--- src/rtl/energy_term_sequencer.sv ---
// Fetches one coupling row per step and streams the signed local-energy term
// t_i = s_i * sum_{j!=i} s_j*J_ij to the energy accumulator, with clear and done framing.
module energy_term_sequencer #(
  parameter int NUM_SPIN     = 16,
  parameter int WEIGHT_WIDTH = 4,
  parameter int OUT_WIDTH    = 16,
  localparam int ROW_W       = $clog2(NUM_SPIN)
) (
  input  logic                             clk_i,
  input  logic                             rst_ni,
  input  logic                             en_i,
  input  logic                             start_i,
  input  logic [NUM_SPIN-1:0]              spin_i,
  output logic                             weight_req_o,
  output logic [ROW_W-1:0]                 weight_addr_o,
  input  logic                             weight_valid_i,
  input  logic [NUM_SPIN*WEIGHT_WIDTH-1:0] weight_i,
  output logic                             clear_o,
  output logic                             valid_o,
  output logic [OUT_WIDTH-1:0]             data_o,
  output logic                             busy_o,
  output logic                             done_o,
  output logic [2:0]                       state_o
);

  if (NUM_SPIN < 2 || OUT_WIDTH < WEIGHT_WIDTH + ROW_W + 1) begin : g_bad_params
    $error("energy_term_sequencer: NUM_SPIN must be >= 2 and OUT_WIDTH >= WEIGHT_WIDTH+clog2(NUM_SPIN)+1");
  end

  typedef enum logic [2:0] {
    IDLE  = 3'd0,
    CLEAR = 3'd1,
    REQ   = 3'd2,
    CALC  = 3'd3,
    DONE  = 3'd4
  } state_t;

  // Handshake: a row transfers in the cycle weight_req_o & weight_valid_i, which
  // can only be true in REQ with en_i high; weight_valid_i is ignored otherwise.
  state_t                             state_q, state_n;
  logic [ROW_W-1:0]                   row_q, row_n;
  logic [NUM_SPIN-1:0]                spin_q, spin_n;
  logic [NUM_SPIN*WEIGHT_WIDTH-1:0]   wrow_q, wrow_n;
  logic [OUT_WIDTH-1:0]               data_q, data_n;
  logic                               clear_q, clear_n;
  logic                               valid_q, valid_n;
  logic                               done_q, done_n;
  logic [OUT_WIDTH-1:0]               ext_c, sum_c, term_c;

  // Two's-complement arithmetic at OUT_WIDTH is exact because the width check
  // above leaves room for (N-1) weights of full magnitude.
  always_comb begin
    sum_c = '0;
    ext_c = '0;
    for (int j = 0; j < NUM_SPIN; j++) begin
      ext_c = {{(OUT_WIDTH-WEIGHT_WIDTH){wrow_q[j*WEIGHT_WIDTH+WEIGHT_WIDTH-1]}},
               wrow_q[j*WEIGHT_WIDTH +: WEIGHT_WIDTH]};
      if (ROW_W'(j) != row_q) begin
        sum_c = spin_q[j] ? (sum_c + ext_c) : (sum_c - ext_c);
      end
    end
    term_c = spin_q[row_q] ? sum_c : (~sum_c + OUT_WIDTH'(1));
  end

  always_comb begin
    state_n = state_q;
    row_n   = row_q;
    spin_n  = spin_q;
    wrow_n  = wrow_q;
    data_n  = data_q;
    clear_n = 1'b0;
    valid_n = 1'b0;
    done_n  = 1'b0;
    case (state_q)
      IDLE: begin
        if (start_i) begin
          spin_n  = spin_i;
          row_n   = '0;
          clear_n = 1'b1;
          state_n = CLEAR;
        end
      end
      CLEAR: state_n = REQ;
      REQ: begin
        if (weight_valid_i) begin
          wrow_n  = weight_i;
          state_n = CALC;
        end
      end
      CALC: begin
        data_n  = term_c;
        valid_n = 1'b1;
        if (row_q == ROW_W'(NUM_SPIN-1)) begin
          state_n = DONE;
        end else begin
          row_n   = row_q + ROW_W'(1);
          state_n = REQ;
        end
      end
      DONE: begin
        done_n  = 1'b1;
        state_n = IDLE;
      end
      default: state_n = IDLE;
    endcase
  end

  // With en_i low every register, including pending pulse flags, holds its value.
  always_ff @(posedge clk_i or negedge rst_ni) begin
    if (!rst_ni) begin
      state_q <= IDLE;
      row_q   <= '0;
      spin_q  <= '0;
      wrow_q  <= '0;
      data_q  <= '0;
      clear_q <= 1'b0;
      valid_q <= 1'b0;
      done_q  <= 1'b0;
    end else if (en_i) begin
      state_q <= state_n;
      row_q   <= row_n;
      spin_q  <= spin_n;
      wrow_q  <= wrow_n;
      data_q  <= data_n;
      clear_q <= clear_n;
      valid_q <= valid_n;
      done_q  <= done_n;
    end
  end

  assign weight_req_o  = (state_q == REQ) & en_i;
  assign weight_addr_o = row_q;
  assign clear_o       = clear_q & en_i;
  assign valid_o       = valid_q & en_i;
  assign done_o        = done_q & en_i;
  assign data_o        = data_q;
  assign busy_o        = (state_q != IDLE);
  assign state_o       = state_q;

endmodule

--- config.mk ---
export PLATFORM = sky130hd
export DESIGN_NAME = energy_term_sequencer
export DESIGN_NICKNAME = d
export VERILOG_FILES = /design/src/rtl/energy_term_sequencer.sv
export SDC_FILE = /design/constraint.sdc
export NUM_CORES = 1
export LEC_CHECK = 0
export ABC_AREA = 1
export BUFFER_PORTS_ARGS = -buffer_cell sky130_fd_sc_hd__buf_2
export CORE_MARGIN = 4
export CORE_UTILIZATION = 51
export DETAILED_ROUTE_END_ITERATION = 16
export HOLD_SLACK_MARGIN = 0.05
export PLACE_DENSITY_LB_ADDON = 0.3
export SYNTH_ARGS = -nofsm -noshare
export SYNTH_HDL_FRONTEND = slang
export SYNTH_SLANG_ARGS = --single-unit
--- constraint.sdc ---
create_clock -name clk_i -period 21.7 [get_ports clk_i]
set_input_delay 4.34 -clock clk_i [delete_from_list [all_inputs] [get_ports clk_i]]
set_output_delay 4.34 -clock clk_i [all_outputs]
set_load 0.02 [all_outputs]
==> reports/metrics.cfg <==
[outcome]
status=completed

[clock_network]
cts_setup_buffers=0
cts_resized=0
cts_max_path_buffers=2
cts_tree=built
htreeDepth=3
cts_hold_buf=0
cts_made_buffers=9
insertion_delay_ns=0.41
numClockSinks=106
cts.clk_slew.worst_paths_ns=0.10
root_buffer=clkbuf_16

[routing]
drt-total-wl_um=57610
vias=21640
firstDrtPassIters=6
drc=0
vias_per_cell=5.278
drtIter0Drc=1506
wl_per_cell_um=14.06
antenna_left=0

[critical_path]
r2r_cells=109
reg2reg_to=data_o[15]
crit_path_frequent_cell=nand2_1
cp_num_cells=109
crit_family=simple AND/OR/NAND/NOR gates
worst-setup-path-type=reg2reg
end_kind=register
r2r_slack_ns=3.24
arrival_ns=18.77
cp_slowest_cell=dfrtp_1
critPathBufInv=13
required_ns=22.01
worstSetupStartpointType=register
crit_fanout=12
endpoint=data_o[15]
rr_startpoint=weight_addr_o[0]
critPathMaxStageDelay_ns=0.50
critPathLaunch=weight_addr_o[0]

[floorplanning]
die_w_um=211.8
row_count=74
core_area_um2=40920
die_y_um=211.8
dieArea_um2=44870
start_util_pct=51.78
ios=113

[timing]
fin_crit_sh_pct=85.09
setup_tns_ns=0
max_freq_mhz=54.16
skew_ns=0.02349
rsz0062_at_grt=false
worstMarginPinSlew_ns=0.9781
finalSetupViolCount=0
slew_violations=0
period_needed_ns=18.46
maxSlewHeadroom_pct=34.64
hold_viol_final=0

[synthesis]
ys_ff_latch=106
yosys-top-cells-area=ha_1 17%, nand2_1 17%, dfrtp_1 13%
synth_top_flop_cell=dfrtp_1
synth.yosys.seq_area_share_pct=12.52
netlist_area_um2=21190
synth_top_area_cell=ha_1
synth_top_area_share_pct=16.89
yosysWarnings=0
syn_inst=3490
synth_cell_types=52
synth_area_per_cell_um2=6.072
synthArstFlopShare_pct=100.0
syn_nets=3876
synth-edff-count=0

[final_layout]
drive_gt1_share_pct=9.560
layout_common_cells=937 x nand2_1, 545 x inv_1, 327 x nor2_1
area_growth_pct=5.332
fin_nets=3949
n_antenna_cell=0
fillCellCount=4286
final_common_cell=nand2_1

[place]
portBuffers=112
gp_congestion=0.9817
hpwlAfterDp_um=47720

[global_route]
grt_pass1_vias=19730
grt_usage_pct=25.57
grt_pass1_wl_um=95680
grt_overflow=0
grt_max_degree=69
antenna_found_initial=3

[hold_path]
min_path_type=reg2reg

[job]
drv_cap=0

layout make-up:
type                            instances  area, µm²  share of cell area [%]
Sequential cell                       106       2653                   11.88
Inverter                              562       2128                   9.535
Timing Repair Buffer                  125      660.6                   2.960
Clock buffer                            9      225.2                   1.009
Clock inverter                          6      57.56                  0.2579
Tap cell                              532      665.6                   2.982
Multi-Input combinational cell       2759      15930                   71.37
tightest hold or removal path, delay by kind of cell (launching register included):
family | cells | cell delay [ns]
flip-flops | 1 | 0.35
AND/OR/NAND/NOR | 2 | 0.11
how the worst min path moves through the flow:
stage          cells past startpoint  slack (ns)        from    endpoint
2_1_floorplan                      2        0.45     valid_q     valid_q
3_3_place_gp                       2        0.46  data_o[11]  data_o[11]
3_5_place_dp                       2        0.47  data_o[14]  data_o[14]
4_1_cts                            2        0.49  data_o[11]  data_o[11]
5_1_grt                            2        0.52   data_o[8]   data_o[8]
6_report                           2        0.49  data_o[11]  data_o[11]
per-layer routing:
metal | GRT usage [%] | share of wire (%) | vias up
li1 | - | - | 11420
met3 | 3.305 | 5.7 | 39
met1 | 37.62 | 50 | 9688
met4 | 4.598 | 1.2 | 2
met2 | 40.61 | 43 | 491
met5 | 0 | 0.012 | -
synthesized netlist by cell type, types with 24 or more instances:
library cell	n
dfrtp_1	106
xor2_1	68
a21oi_1	301
nor2_1	330
nand2_1	938
xnor2_1	36
nand3_2	75
nand4_1	31
inv_1	545
clkbuf_1	24
nand3_1	227
and2_1	25
ha_1	286
nand2_2	40
o21ai_0	173
or2_2	51
per-stage QoR:
stage	instances	hold slack [ns]	setup slack, ns	utilization, %	instance area, µm²
6_report	4099	0.4922	3.236	54.54	22320
5_1_grt	4099	0.5218	1.427	54.54	22320
4_1_cts	4099	0.4902	3.378	54.54	22320
3_5_place_dp	4084	0.4689	3.428	53.85	22040
3_3_place_gp	4084	0.4638	3.740	53.85	22040
2_1_floorplan	3490	0.4488	4.944	-	21190
registers in the layout, indices dropped and copies added, names as in the netlist:
signal	count
weight_addr_o	4
data_o	16
done_q	1
wrow_q	64
state_o	3
valid_q	1
clear_q	1
spin_q	16
kinds of logic (layout without fill, tap and decap cells):
family / count (synthesis) / after routing / synth area share [%]
fa+ha+maj: 301 / 301 / 18.30
simple gates: 1776 / 1776 / 37.71
xor+xnor: 104 / 104 / 4.299
buf+inv: 625 / 702 / 12.40
flops: 106 / 106 / 12.52
compound gates: 578 / 578 / 14.77
Power is left out: the tool's default activity adds up to more than one toggle a clock period on the data nets, which glitch-free logic cannot reach.
